**config.mk**
```make
export PLATFORM = sky130hd
export DESIGN_NAME = pipe_hazard_ctrl
export DESIGN_NICKNAME = d
export VERILOG_FILES = /design/src/rtl/pipe_ctrl_pkg.sv /design/src/rtl/load_use_detect.sv /design/src/rtl/pipe_hazard_ctrl.sv
export SDC_FILE = /design/constraint.sdc
export NUM_CORES = 1
export LEC_CHECK = 0
export ABC_AREA = 1
export CAP_MARGIN = 20
export CORE_UTILIZATION = 48
export CTS_BUF_LIST = sky130_fd_sc_hd__clkbuf_4 sky130_fd_sc_hd__clkbuf_8
export DETAILED_ROUTE_END_ITERATION = 6
export MAX_ROUTING_LAYER = met4
export PLACE_DENSITY = 0.79
export SETUP_SLACK_MARGIN = 0.02
export SLEW_MARGIN = 20
export SYNTH_ARGS = -nofsm -noshare
export SYNTH_HDL_FRONTEND = slang
export SYNTH_SLANG_ARGS = --single-unit
```
**constraint.sdc**
```tcl
create_clock -name clock -period 1.6 [get_ports clock]
set_clock_uncertainty 0.2 [all_clocks]
set_input_delay 0.32 -clock clock [delete_from_list [all_inputs] [get_ports clock]]
set_output_delay 0.32 -clock clock [all_outputs]
set_load 0.005 [all_outputs]
```
**src/rtl/pipe_ctrl_pkg.sv**
```systemverilog
// Shared types and constants for the pipeline hazard controller.
package pipe_ctrl_pkg;

    localparam int REG_IDX_W  = 5;
    localparam int XZR        = 31;
    localparam int WAIT_CNT_W = 16;

    typedef enum logic [1:0] {
        RUN      = 2'd0,
        MEM_WAIT = 2'd1,
        HALT     = 2'd2
    } pipe_state_t;

endpackage

```
**src/rtl/load_use_detect.sv**
```systemverilog
// Load-use hazard comparator: the load in EX writes a register the ID instruction reads.
module load_use_detect #(
    parameter int REG_IDX_W = pipe_ctrl_pkg::REG_IDX_W
) (
    input  logic [REG_IDX_W-1:0] id_rs1,
    input  logic [REG_IDX_W-1:0] id_rs2,
    input  logic                 id_uses_rs2,
    input  logic                 ex_mem_read,
    input  logic [REG_IDX_W-1:0] ex_rd,
    output logic                 load_use
);
    import pipe_ctrl_pkg::*;

    logic rd_is_xzr;
    logic rs1_hit;
    logic rs2_hit;

    // XZR reads as zero, so a load targeting it never creates a dependency.
    assign rd_is_xzr = (ex_rd == REG_IDX_W'(XZR));
    assign rs1_hit   = (ex_rd == id_rs1);
    assign rs2_hit   = id_uses_rs2 && (ex_rd == id_rs2);
    assign load_use  = ex_mem_read && !rd_is_xzr && (rs1_hit || rs2_hit);

endmodule

```
**src/rtl/pipe_hazard_ctrl.sv**
```systemverilog
// Central 5-stage pipeline controller: load-use stall, MEM branch flush, dmem freeze and timeout.
// Optional PIPE_PERF_EN adds stall_count / flush_count performance counters.
module pipe_hazard_ctrl #(
    parameter int WAIT_LIMIT = 255,
    parameter int REG_IDX_W  = pipe_ctrl_pkg::REG_IDX_W
) (
    input  logic                 clock,
    input  logic                 reset,
    input  logic [REG_IDX_W-1:0] id_rs1,
    input  logic [REG_IDX_W-1:0] id_rs2,
    input  logic                 id_uses_rs2,
    input  logic                 ex_mem_read,
    input  logic [REG_IDX_W-1:0] ex_rd,
    input  logic                 mem_branch,
    input  logic                 mem_uncond,
    input  logic                 mem_zero,
    input  logic                 mem_access,
    input  logic                 dmem_ready,
    output logic                 pc_write,
    output logic                 pc_src,
    output logic                 ifid_write,
    output logic                 ifid_flush,
    output logic                 idex_bubble,
    output logic                 exmem_flush,
    output logic                 pipe_freeze,
    output logic                 mem_timeout
`ifdef PIPE_PERF_EN
    ,
    output logic [31:0]          stall_count,
    output logic [31:0]          flush_count
`endif
);
    import pipe_ctrl_pkg::*;

    pipe_state_t           state_reg, state_next;
    logic [WAIT_CNT_W-1:0] wait_cnt_reg, wait_cnt_next;
    logic                  timeout_reg, timeout_next;

    logic stall_mem;
    logic taken;
    logic load_use;

    assign stall_mem = mem_access && !dmem_ready;
    assign taken     = mem_branch && (mem_uncond || mem_zero);

    load_use_detect #(
        .REG_IDX_W (REG_IDX_W)
    ) u_load_use_detect (
        .id_rs1      (id_rs1),
        .id_rs2      (id_rs2),
        .id_uses_rs2 (id_uses_rs2),
        .ex_mem_read (ex_mem_read),
        .ex_rd       (ex_rd),
        .load_use    (load_use)
    );

    always_ff @(posedge clock) begin
        if (reset) begin
            state_reg    <= RUN;
            wait_cnt_reg <= '0;
            timeout_reg  <= 1'b0;
        end else begin
            state_reg    <= state_next;
            wait_cnt_reg <= wait_cnt_next;
            timeout_reg  <= timeout_next;
        end
    end

    // The counter stops at WAIT_LIMIT, so it can never wrap.
    always_comb begin
        state_next    = state_reg;
        wait_cnt_next = wait_cnt_reg;
        timeout_next  = timeout_reg;
        case (state_reg)
            RUN: begin
                if (stall_mem) begin
                    state_next    = MEM_WAIT;
                    wait_cnt_next = WAIT_CNT_W'(1);
                end
            end
            MEM_WAIT: begin
                if (dmem_ready) begin
                    state_next    = RUN;
                    wait_cnt_next = '0;
                end else if (wait_cnt_reg == WAIT_CNT_W'(WAIT_LIMIT)) begin
                    state_next    = HALT;
                    timeout_next  = 1'b1;
                end else begin
                    wait_cnt_next = wait_cnt_reg + WAIT_CNT_W'(1);
                end
            end
            HALT: begin
                state_next = HALT;
            end
            default: begin
                state_next = RUN;
            end
        endcase
    end

    // A taken branch squashes the hazarding instruction, so it outranks load-use.
    always_comb begin
        pipe_freeze = 1'b0;
        pc_write    = 1'b0;
        pc_src      = 1'b0;
        ifid_write  = 1'b0;
        ifid_flush  = 1'b0;
        idex_bubble = 1'b0;
        exmem_flush = 1'b0;
        if (reset || state_reg == HALT || stall_mem) begin
            pipe_freeze = 1'b1;
        end else if (taken) begin
            pc_src      = 1'b1;
            pc_write    = 1'b1;
            ifid_write  = 1'b1;
            ifid_flush  = 1'b1;
            idex_bubble = 1'b1;
            exmem_flush = 1'b1;
        end else if (load_use) begin
            idex_bubble = 1'b1;
        end else begin
            pc_write    = 1'b1;
            ifid_write  = 1'b1;
        end
    end

    assign mem_timeout = timeout_reg && !reset;

`ifdef PIPE_PERF_EN
    logic [31:0] stall_count_reg;
    logic [31:0] flush_count_reg;

    always_ff @(posedge clock) begin
        if (reset) begin
            stall_count_reg <= '0;
            flush_count_reg <= '0;
        end else begin
            if (!pc_write) begin
                stall_count_reg <= stall_count_reg + 32'd1;
            end
            if (taken && !pipe_freeze) begin
                flush_count_reg <= flush_count_reg + 32'd1;
            end
        end
    end

    assign stall_count = stall_count_reg;
    assign flush_count = flush_count_reg;
`endif

endmodule

```
Word level (Yosys, flattened, before mapping)
Cells that the tools add are included.
- bits in registers: 19
- input port bits: 24
- output and inout port bits: 8
- logic and storage cells: 49
- $add $sub $neg: 1
- eq/ne operators: 9
- mux-type cells: 17
- bitwise operators: 1
- reduce and logical (&&, ||, !) cells: 18
- operators by type and width (kind ; number):
    $mux W16 ; 3
    $pmux W16 S2 ; 1
    $add A16 B1 Y16 const B ; 1
    $eq A16 B8 Y1 const B ; 1
    $eq A5 B5 Y1 ; 2
    $mux W1 ; 9
    $logic_and A1 B1 Y1 ; 6
    $mux W2 ; 3
    $ne A3 B3 Y1 const B ; 2
    $pmux W2 S3 ; 1
    $reduce_and A3 Y1 ; 2
    $eq A5 B5 Y1 const B ; 1
    $logic_or A1 B1 Y1 ; 4
    $logic_not A1 Y1 ; 3
    $eq A2 B1 Y1 const B ; 1
    $eq A2 B2 Y1 const B ; 1
    $logic_not A2 Y1 ; 1
    $ne A2 B2 Y1 const B ; 1
    $reduce_and A2 Y1 ; 1
    $reduce_bool A2 Y1 ; 1
    $not A1 Y1 ; 1

Logic depth before layout (Yosys ltp)
Gate-level depths: netlist of run 1.
- word-level depth: 7
- depth in mapped cells: 10
- gate-level depth less buffers: 9

Cells and area by module
A second synthesis of run 1 with hierarchy kept.
- cell total of the unflattened synthesis: 260
- area, all modules: 1485.2 µm²
- by module, submodules not included (module ; times used ; cells each ; area an instance (µm²) ; seq. area each (µm²)):
    pipe_hazard_ctrl ; 1 ; 209 ; 1276.2 ; 380.4
    load_use_detect ; 1 ; 51 ; 209.0 ; 0.0

Least setup slack after synthesis of run 1
Ideal clock, no wire load.
- kind: input -> output
- start point: input port reset
- end point: output port pc_write
- data arrival time: 1356 ps
- data required time: 1080 ps
- path slack: -276 ps
- stages: 7
- path buffers: 2
- cells stage by stage: buf_2 > nor3_1 > inv_1 > nor2_1 > inv_1 > nand2_1 > buf_4
- longest elaborated chain between the ends: 3
- ends and longest elaborated chain (item ; line ; RTL):
    start, declared ; pipe_hazard_ctrl.sv:8 ; input logic reset,
    $logic_or A1 B1 Y1 (2 in a row) ; pipe_hazard_ctrl.sv:110 ; if (reset || state_reg == HALT || stall_mem) begin
    $mux W1 ; -- ;
    end, declared ; pipe_hazard_ctrl.sv:19 ; output logic pc_write,
Every way passes these cells.

Final worst setup path of run 1
- start point: register state_reg[1]
- end point: output port pc_write
- longest elaborated chain between the ends: 4
- ends and longest elaborated chain (item ; line ; RTL):
    start, declared ; pipe_hazard_ctrl.sv:35 ; pipe_state_t state_reg, state_next;
    start signal, assigned ; pipe_hazard_ctrl.sv:63 ; state_reg <= state_next;
    $eq A2 B2 Y1 ; pipe_hazard_ctrl.sv:110 ;
    $logic_or A1 B1 Y1 (2 in a row) ; pipe_hazard_ctrl.sv:110 ;
    $mux W1 ; pipe_hazard_ctrl.sv:110 ;
Every way passes these cells.

==> impl_results.md, run 1 <==
* Status: finished with violations
* Failing checks: setup timing
* CORE AREA at 3030 µm²
* FF+latch area at 390 µm²
* FMAX at 550 MHz
* Starting Density at 50.4%
* Clock sink count at 19
* Share of layout cells above drive strength 1 at 43.7%
* Synth Area per Inst at 6.36 µm²
* Hold WS at 0.263 ns
* Area of the multi-input gates at 1160 µm²
* Sequential-to-total area share from yosys stat at 24.9%
* Largest net degree at the start of global routing at 17
* Total CTS buffers at 3
* Critical Path End Type: primary output
* Clock Tree Buf Depth at 2
* Initial antenna violation count at 0
* CTS tree: done
* Syn_nets at 265
* Crit path launch type: flop
* DR pass1 iterations at 4
* Routability cong. at 0.957
* Crit path DAT at 1.30 ns
* Dominant synthesized flop cell: dfxtp_1
* Max VDD drop at 0.000493 V
* Leakage at 1.07 nW
* GR Layer Usage met3 at 2.86%
* HP Class: reg2reg
* Ys async rst share at 0%
* Final Max Tran Viols at 0
* Slew HR at 77.5%
* IO Port Bufs at 31
* Synth warnings at 0
* Grt total ovfl at 0
* Vias per cell at 5.18
* GRT met1 Usage at 30.6%
* CP Data Required Time at 1.08 ns
* Floorplan row count at 20
* # setup viols final at 18
* PwrDens at 443 nW/µm²
* Antenna fix cells at 0
* Reg2reg setup slack at -0.06 ns
* Fill count at 212
* Iter 0 DRT Violations at 122
* Power, Total at 1.04 mW
* Count leader, synth: nand2_1
* Critical Path End: pc_write
* RSZ-0062 raised after global routing: yes
* Number of flip-flops in the largest register at 16
* Avg WL per Cell at 13.8 µm
* Worst-Skew Late Latency at 0.31 ns
* Share of the synthesized area in the top cell type at 24.9%
* First-pass GRT wire length at 6.76 mm
* Post-Syn Instances at 240
* Yosys top cell by area: dfxtp_1
* Non-Filler Instances at 346
* Via count at 1792
* Fin crit share at 114%
* Commonest cells in the netlist: nand2_1 (55), nor2_1 (33), inv_1 (27), nand3_1 (27), dfxtp_1 (19)
* Worst r2r src: wait_cnt_reg[1]
* Die height at 58.4 µm
* CTS Root Cell: clkbuf_4
* Die width at 58.4 µm
* Max-cap viol count at 0
* Layout Nets at 328
* Hold buffers post-CTS at 0
* Mapped Area at 1530 µm²
* Crit-path max FO at 4
* Worst R2R End: wait_cnt_reg[0]
* Worst slew pin tran at 0.336 ns
* Synth area leaders: dfxtp_1 (25%), nand2_1 (14%), nand3_1 (8.9%)
* Crit path time final at 1.82 ns
* Placed Instances at 331
* Yosys reg bits at 19
* Worst setup path start: state_reg[1]
* Final Hold Fails at 0
* Syn-to-layout area delta at 54.0%
* Hpwl dp at 3.01 mm
* Synth cell types at 33
* M2 GR Usage at 47.0%
* DRC Markers at 0
* Number of flops mapped to enable cells by yosys at 0
* Routed wire length at 4.78 mm
* Max H-tree Level at 1
* Clock slew at reported path FFs at 0.11 ns
* Top Usage Layer GRT: met2
* Overall routing resource usage at 26.3%
* Kind of critical path: reg2out
* Post-route ant nets at 0
* Post-route setup slack at -0.218 ns
* I/O pin cnt at 32
* R2R cell count at 8
* Vias in the first global route at 1600
* Die area at 3410 µm²
cell type report:
type	instances	area share, %
Multi-Input combinational cell	179	49.5
Timing Repair Buffer	66	24.7
Sequential cell	19	16.6
Inverter	34	5.49
Tap cell	44	2.34
Clock buffer	4	1.28
layer usage:
layer | vias to the layer above | wire length, µm
li1 | 885 | -
met1 | 804 | 1820
met2 | 88 | 2490
met3 | 15 | 336
met4 | 0 | 131
met5 | - | 0
repair_timing:
action                                  4_1_cts  5_1_grt
endpoints found under the setup margin       24       25
hold endpoints to repair                      0        0
gates resized for setup                      70       50
buffers inserted                              3        7
pin swaps                                    17       28
gates cloned                                  1        2
how the worst min path moves through the flow:
stage             endpoint  cells after the start   startpoint  slack [ns]
6_report       timeout_reg                      2  timeout_reg        0.26
5_1_grt        timeout_reg                      2  timeout_reg        0.31
4_1_cts        timeout_reg                      2  timeout_reg        0.27
3_5_place_dp   timeout_reg                      2  timeout_reg        0.25
3_3_place_gp   timeout_reg                      2  timeout_reg        0.24
2_1_floorplan  timeout_reg                      2  timeout_reg        0.24
power by group:
part | internal (mW) | total, mW | switching (mW)
registers | 0.478 | 0.481 | 0.00379
clock network | 0.114 | 0.273 | 0.159
logic | 0.137 | 0.286 | 0.150
cell families (layout without fill, tap and decap cells):
group	count (synthesis)	after routing	share of synthesized area, %
buf+inv	43	104	13.3
xor+xnor	6	6	3.45
simple gates	145	146	45.5
flops	19	19	24.9
fa+ha+maj	1	1	0.820
compound gates	26	26	12.0
placed cells by master (no fill, tap or decap), types with 2 or more instances in the layout:
cell type and n:
nand2_1 44, buf_4 28, inv_1 23, nor2_1 22
nand3_1 21, nand2_2 16, dlygate4sd2_1 14, a21oi_2 11
dfxtp_1 11, inv_2 9, dfxtp_2 8, nor2_2 7
nor2_4 7, nand2_4 7, nand4_1 6, nand3_2 6
buf_2 6, xor2_1 5, o21ai_1 4, clkbuf_4 4
clkdlybuf4s50_1 4, nand3_4 3, o21ai_0 3, a21oi_1 3
or2_2 3, clkbuf_2 3, buf_6 3, buf_12 3
nand2_8 2, clkdlybuf4s15_1 2
stage by stage:
step,setup slack (ns),cell area (µm²),utilization (%),TNS [ns]
2_1_floorplan,0.00822,1560,-,0
3_3_place_gp,-0.812,2040,67.4,-12.29
3_5_place_dp,-0.861,2040,67.4,-12.90
4_1_cts,-0.246,2110,69.7,-1.54
5_1_grt,-0.278,2350,77.6,-2.90
6_report,-0.218,2350,77.6,-1.58
worst max-delay path: stages (launching register included):
cell and delay (ns):
dfxtp_2 0.34, inv_2 0.06, nor2_2 0.05, nor3_4 0.13, inv_2 0.07, nor2_4 0.13, inv_2 0.05, nand2_2 0.06
buf_2 0.11
Power figures use the tool's default switching activity.
==> inputs of run 2 (changes only) <==
CORE_MARGIN = 5   (was not set)
SLEW_MARGIN = not set   (was 20)
==> run 2 against run 1 <==
Net effect:
- the flow still finishes with violations (setup timing)
- register-to-register slack barely moved
- total power shrank 1.9%
- wire length shrank 5.3%
- combinational power is 8.0% lower
- sequential power is essentially flat
- global-route usage decreased by 4.6 points
- critical endpoint unchanged
- largest power group unchanged
==> impl_results.md, run 2 (same netlist as run 1, synthesis figures left out) <==
* RSZ-0062 raised after global routing: yes (unchanged)
* CP most frequent cell: inv_2 (unchanged)
* CTS tree: done (unchanged)
* WP buf/inv at 4 (unchanged)
* Vias per cell at 5.04 (was 5.18)
* Flop pwr share at 47.3% (was 46.2%)
* Crit path time final at 1.84 ns (was 1.82 ns)
* Worst slew pin tran at 0.264 ns (was 0.336 ns)
* Avg WL per Cell at 12.9 µm (was 13.8 µm)
* Commonest non-fill, non-tap cell in the layout: nand2_1 (unchanged)
* PwrDens at 455 nW/µm² (was 443 nW/µm²)
* First-pass GRT wire length at 7.27 mm (was 6.76 mm)
* Ordered cell list for the critical path: inv_2 > nor2_4 > nor3_4 > inv_2 > nor2_4 > inv_2 > nand2_2 > buf_2 (was inv_2 > nor2_2 > nor3_4 > inv_2 > nor2_4 > inv_2 > nand2_2 > buf_2)
* Max H-tree Level at 1 (unchanged)
* CORE AREA at 3050 µm² (was 3030 µm²)
* Final Hold Fails at 0 (unchanged)
* Critical Path End Type: primary output (unchanged)
* Routed wire length at 4.52 mm (was 4.78 mm)
* Hpwl dp at 3.04 mm (was 3.01 mm)
* Crit path launch type: flop (unchanged)
* Starting Density at 50.0% (was 50.4%)
* Max-cap viol count at 0 (unchanged)
* CTS Root Cell: clkbuf_4 (unchanged)
* Max VDD drop at 0.000410 V (was 0.000493 V)
* Clock slew at reported path FFs at 0.11 ns (about the same)
* I/O pin cnt at 32 (unchanged)
* Overall routing resource usage at 21.7% (was 26.3%)
* DRC Markers at 0 (unchanged)
* Psw at 0.298 mW (was 0.313 mW)
* IO Port Bufs at 31 (unchanged)
* FMAX at 543 MHz (was 550 MHz)
* Status: finished with violations (unchanged)
* Antenna fix cells at 0 (unchanged)
* Share of layout cells above drive strength 1 at 38.9% (was 43.7%)
* Commonest non-fill, non-tap cells in the layout: nand2_1 (53), buf_4 (33), nand3_1 (27), nor2_1 (26), inv_1 (23) (was nand2_1 (44), buf_4 (28), inv_1 (23), nor2_1 (22), nand3_1 (21))
* Worst-Skew Late Latency at 0.31 ns (about the same)
* Post-route setup slack at -0.243 ns (was -0.218 ns)
* Syn-to-layout area delta at 47.2% (was 54.0%)
* Final Max Tran Viols at 0 (unchanged)
* Internal power consumption at 0.723 mW (was 0.728 mW)
* Die height at 66.4 µm (was 58.4 µm)
* Slew HR at 82.3% (was 77.5%)
* Sw Ratio at 29.2% (was 30.0%)
* Hold buffers post-CTS at 0 (unchanged)
* Die area at 4400 µm² (was 3410 µm²)
* Floorplan row count at 20 (unchanged)
* Clock Tree Buf Depth at 2 (unchanged)
* Delay-heaviest family, CP: simple AND/OR/NAND/NOR gates (unchanged)
* Initial antenna violation count at 0 (unchanged)
* Leakage at 1.01 nW (was 1.07 nW)
* Total CTS buffers at 3 (unchanged)
* HP Class: reg2reg (unchanged)
* Vias in the first global route at 1631 (was 1600)
* Hold WS at 0.287 ns (was 0.263 ns)
* Grt total ovfl at 0 (unchanged)
* Post-route ant nets at 0 (unchanged)
* Crit path largest cell delay at 0.34 ns (about the same)
* DR pass1 iterations at 4 (unchanged)
* Failing checks: setup timing (unchanged)
* Gate power share at 25.8% (was 27.5%)
* Crit path DAT at 1.32 ns (was 1.30 ns)
* Crit-path max FO at 3 (was 4)
* Routability cong. at 0.859 (was 0.957)
* Largest net degree at the start of global routing at 17 (unchanged)
* Fin util at 73.5% (was 77.6%)
* CP max-delay cell: dfxtp_2 (unchanged)
* Die width at 66.4 µm (was 58.4 µm)
* # setup viols final at 15 (was 18)
* Via count at 1764 (was 1792)
* CP Data Required Time at 1.08 ns (about the same)
* Iter 0 DRT Violations at 110 (was 122)
* Layout Nets at 332 (was 328)
* Number of flip-flops in the largest register at 16 (unchanged)
* Kind of critical path: reg2out (unchanged)
* Clock sink count at 19 (unchanged)
* Clock network power share at 26.9% (was 26.3%)
* Fin crit share at 115% (was 114%)
## run 2: cell types whose count changed in the layout (fill, tap and decap cells not counted), moves of 3 or more
cell      previous run  this run
nand3_1             21        27
buf_4               28        33
nand2_2             16        12
nand2_4              7         2
nor2_1              22        26
nand3_2              6         1
nor2_4               7         4
buf_6                3         7
nand2_1             44        53
clkinv_1             1         4
## run 2: area by class of cell
cell class / count / area [µm²]
clock buffer: 4 / 30.0
fill: 231 / 808
inverter: 34 / 128
multi-input combinational: 179 / 1060
sequential: 19 / 390
tap: 44 / 55.1
timing repair buffer: 70 / 577
## run 2: power by group through the flow
stage	clock network (mW)	registers, mW	logic, mW
floorplan	0	0.492	0.130
global placement	0	0.491	0.238
detailed placement	0	0.490	0.243
CTS	0.275	0.482	0.242
global route	0.297	0.484	0.288
finish	0.275	0.483	0.263
## run 2: path summary, 6_finish.rpt
kind	startpoint	to	slack, ns	cells after the start
max	state_reg[1]	pc_write	-0.24	8
max reg2reg	state_reg[1]	wait_cnt_reg[3]	-0.07	10
min	timeout_reg	timeout_reg	0.29	2
min reg2reg	timeout_reg	timeout_reg	0.29	2
## run 2: metrics by stage
step / setup TNS [ns] / setup WS [ns] / instances / power (mW) / instance area (µm²)
2_1_floorplan: 0 / 0.00822 / 240 / 0.622 / 1560
3_3_place_gp: -12.66 / -0.816 / 336 / 0.728 / 2060
3_5_place_dp: -13.55 / -0.923 / 336 / 0.733 / 2060
4_1_cts: -1.35 / -0.277 / 345 / 1.00 / 2160
5_1_grt: -3.69 / -0.340 / 350 / 1.07 / 2240
6_report: -1.73 / -0.243 / 350 / 1.02 / 2240
## run 2: repair_timing
item	CTS	global route
endpoints found under the setup margin	25	26
buffers inserted	6	4
gates cloned	0	1
pin swaps	20	11
resized for setup	78	25
## run 2: routing by layer
| metal | wire length, µm | vias up | global-route usage [%] |
|---|---|---|---|
| li1 | - | 891 | - |
| met1 | 1850 | 781 | 25.9 |
| met2 | 2320 | 81 | 37.8 |
| met3 | 289 | 11 | 2.89 |
| met4 | 57 | 0 | 6.35 |
| met5 | 0 | - | - |
## run 2: tightest hold or removal path: cells and delay by family, from the launching register on
kind / cells / cell delay, ns
flip-flops: 1 / 0.31
buffers and inverters: 1 / 0.08
AO/OA/AOI/OAI: 1 / 0.06
==> inputs of run 3 (changes only) <==
ABC_AREA = not set   (was 1)
CORE_UTILIZATION = 45   (was 48)
PLACE_DENSITY = 0.78   (was 0.79)
==> run 3 against run 2 <==
Net effect:
- the run still ends with setup timing left
- global-route usage increased by 11 points
- maximum frequency decreased by 23%
- wire length up 53%
- sequential share of layout area grew 0.090 points
- sequential power about the same
- die area decreased by 13%
- critical endpoint is now wait_cnt_reg[0]
==> impl_results.md, run 3 <==
* IO Port Bufs at 31 (unchanged)
* Failing checks: setup timing (unchanged)
* CORE AREA at 2540 µm² (was 3050 µm²)
* RSZ-0062 raised after global routing: yes (unchanged)
* Fill count at 112 (was 231)
* Mapped Area at 1220 µm² (was 1530 µm²)
* Kind of critical path: reg2reg (was reg2out)
* Leakage at 0.902 nW (was 1.01 nW)
* Slew HR at 77.0% (was 82.3%)
* Antenna fix cells at 0 (unchanged)
* Worst hold path depth at 3 (was 2)
* Die area at 3850 µm² (was 4400 µm²)
* PwrDens at 478 nW/µm² (was 455 nW/µm²)
* CP Data Required Time at 1.62 ns (was 1.08 ns)
* Clock slew at reported path FFs at 0.13 ns (was 0.11 ns)
* Commonest non-fill, non-tap cell in the layout: buf_4 (was nand2_1)
* Clock sink count at 19 (unchanged)
* Post-route setup slack at -0.798 ns (was -0.243 ns)
* Die height at 62.0 µm (was 66.4 µm)
* DRC Markers at 0 (unchanged)
* Crit path largest cell delay at 0.61 ns (was 0.34 ns)
* Design area at 2230 µm² (was 2240 µm²)
* Synth warnings at 0 (unchanged)
* Die width at 62.0 µm (was 66.4 µm)
* Grt total ovfl at 0 (unchanged)
* Ordered cell list for the critical path: or4_4 > or4_4 > a211o_1 > a22oi_2 > nor2_1 (was inv_2 > nor2_4 > nor3_4 > inv_2 > nor2_4 > inv_2 > nand2_2 > buf_2)
* Yosys reg bits at 19 (unchanged)
* Avg WL per Cell at 25.5 µm (was 12.9 µm)
* Synth Area per Inst at 7.71 µm² (was 6.36 µm²)
* FF+latch area at 389 µm² (was 390 µm²)
* Floorplan row count at 18 (was 20)
* # setup viols final at 26 (was 15)
* Crit path time final at 2.40 ns (was 1.84 ns)
* Final Max Tran Viols at 0 (unchanged)
* Clock Tree Buf Depth at 2 (unchanged)
* Fin crit share at 150% (was 115%)
* Power, Total at 1.06 mW (was 1.02 mW)
* Crit-path max FO at 4 (was 3)
* Vias in the first global route at 1790 (was 1631)
* Routability cong. at 0.824 (was 0.859)
* Via count at 1931 (was 1764)
* Initial antenna violation count at 0 (unchanged)
* First-pass GRT wire length at 8.69 mm (was 7.27 mm)
* Max H-tree Level at 1 (unchanged)
* Placed Instances at 252 (was 336)
* Sequential-to-total area share from yosys stat at 31.2% (was 24.9%)
* Share of the synthesized area in the top cell type at 31.2% (was 24.9%)
* Fin util at 87.5% (was 73.5%)
* Largest net degree at the start of global routing at 12 (was 17)
* Starting Density at 47.9% (was 50.0%)
* Post-place setup slack at -0.980 ns (was -0.923 ns)
* Worst-Skew Late Latency at 0.32 ns (was 0.31 ns)
* Hpwl dp at 3.15 mm (was 3.04 mm)
* Placement Cell Area at 1890 µm² (was 2060 µm²)
* Area of the multi-input gates at 1020 µm² (was 1060 µm²)
* Post-route ant nets at 0 (unchanged)
* Dominant synthesized flop cell: dfxtp_1 (unchanged)
* Iter 0 DRT Violations at 339 (was 110)
* Layout Nets at 267 (was 332)
* Critical Path End Type: flop (was primary output)
* CP most frequent cell: or4_4 (was inv_2)
* HP Class: in2reg (was reg2reg)
* FMAX at 417 MHz (was 543 MHz)
* Syn-to-layout area delta at 82.6% (was 47.2%)
* Ys async rst share at 0% (unchanged)
* CTS tree: done (unchanged)
* Status: finished with violations (unchanged)
* DR pass1 iterations at 7 (was 4)
* Synth area leaders: dfxtp_1 (31%), xnor2_1 (7.9%), a31oi_1 (5.6%) (was dfxtp_1 (25%), nand2_1 (14%), nand3_1 (8.9%))
* Syn_nets at 183 (was 265)
* Post-Syn Instances at 158 (was 240)
* Overall routing resource usage at 32.7% (was 21.7%)
* Max-cap viol count at 0 (unchanged)
* Worst slew pin tran at 0.341 ns (was 0.264 ns)
* R2R cell count at 5 (was 10)
* Synth cell types at 41 (was 33)
* Share of layout cells above drive strength 1 at 49.4% (was 38.9%)
* Commonest cells in the netlist: dfxtp_1 (19), nand2_1 (17), o21ai_0 (12) (was nand2_1 (55), nor2_1 (33), inv_1 (27), nand3_1 (27), dfxtp_1 (19))
* Count leader, synth: dfxtp_1 (was nand2_1)
* Delay-heaviest family, CP: simple AND/OR/NAND/NOR gates (unchanged)
* Critical path depth in cells at 5 (was 8)
* Commonest non-fill, non-tap cells in the layout: buf_4 (47), nand2_1 (16), dlygate4sd2_1 (12), dfxtp_1 (12) (was nand2_1 (53), buf_4 (33), nand3_1 (27), nor2_1 (26), inv_1 (23))
* WP buf/inv at 0 (was 4)
* Number of flops mapped to enable cells by yosys at 0 (unchanged)
* CP max-delay cell: or4_4 (was dfxtp_2)
* Routed wire length at 6.92 mm (was 4.52 mm)
* Yosys top cell by area: dfxtp_1 (unchanged)
* Crit path DAT at 2.42 ns (was 1.32 ns)
* Final Hold Fails at 0 (unchanged)
* Non-Filler Instances at 271 (was 350)
* Number of flip-flops in the largest register at 16 (unchanged)
* I/O pin cnt at 32 (unchanged)
* Max VDD drop at 0.000558 V (was 0.000410 V)
* Crit path launch type: flop (unchanged)
* Vias per cell at 7.13 (was 5.04)
* CTS Root Cell: clkbuf_4 (unchanged)
* Total CTS buffers at 3 (unchanged)
==> run 3: cells by family after synthesis <==
group,count (synthesis),synth area share (%)
xor gates and xnor gates,11,7.91
and+or+nand+nor,67,30.1
buffers and inverters,12,5.34
DFF,19,31.2
adders and majority gates,1,1.03
muxes,1,0.924
AOI/OAI and AO/OA,47,23.5
==> run 3: power breakdown <==
group          total, mW  leakage [nW]  internal (mW)  switching [mW]
logic              0.306         0.727          0.154           0.151
clock network      0.273        0.0177         0.0936           0.180
registers          0.484         0.157          0.480         0.00469
==> run 3: path summary, 6_finish.rpt <==
kind	endpoint	slack (ns)	startpoint
setup reg to reg	wait_cnt_reg[0]	-0.80	wait_cnt_reg[9]
hold reg to reg	wait_cnt_reg[3]	0.36	wait_cnt_reg[3]
setup / recovery	wait_cnt_reg[0]	-0.80	wait_cnt_reg[9]
hold / removal	state_reg[0]	0.31	dmem_ready
==> run 3: per-layer routing <==
metal	global-route usage (%)	part of all wire, %	vias up
li1	-	-	758
met1	36.0	36	922
met2	54.9	46	178
met3	6.20	10	73
met4	18.2	8.3	0
met5	-	0	-
==> run 3: repair_timing <==
item | 4_1_cts | 5_1_grt
hold buffers | 0 | 0
setup buffers | 9 | 4
pin swaps | 17 | 16
resized for setup | 78 | 34
setup endpoints to repair | 27 | 27
gates cloned | 1 | 1
==> run 3: through the flow <==
step | setup TNS (ns) | hold WS, ns
6_report | -12.93 | 0.311
5_1_grt | -13.37 | 0.332
4_1_cts | -9.83 | 0.288
3_5_place_dp | -16.99 | 0.324
3_3_place_gp | -16.17 | 0.317
2_1_floorplan | -6.13 | 0.192
==> run 3: layout make-up <==
| type | instances | area share [%] |
|---|---|---|
| multi-input cells | 128 | 45.6 |
| repair buffers | 87 | 33.4 |
| flip-flops and latches | 19 | 17.5 |
| well taps | 30 | 1.69 |
| clock buffers | 3 | 1.01 |
| inverters | 3 | 0.506 |
| clock inverters | 1 | 0.225 |
==> run 3: worst register-to-register path, delay by kind of cell (launching register included) <==
kind	cells	cell delay (ns)
AND/OR/NAND/NOR	3	1.24
AO/OA/AOI/OAI	2	0.52
flip-flops	1	0.35
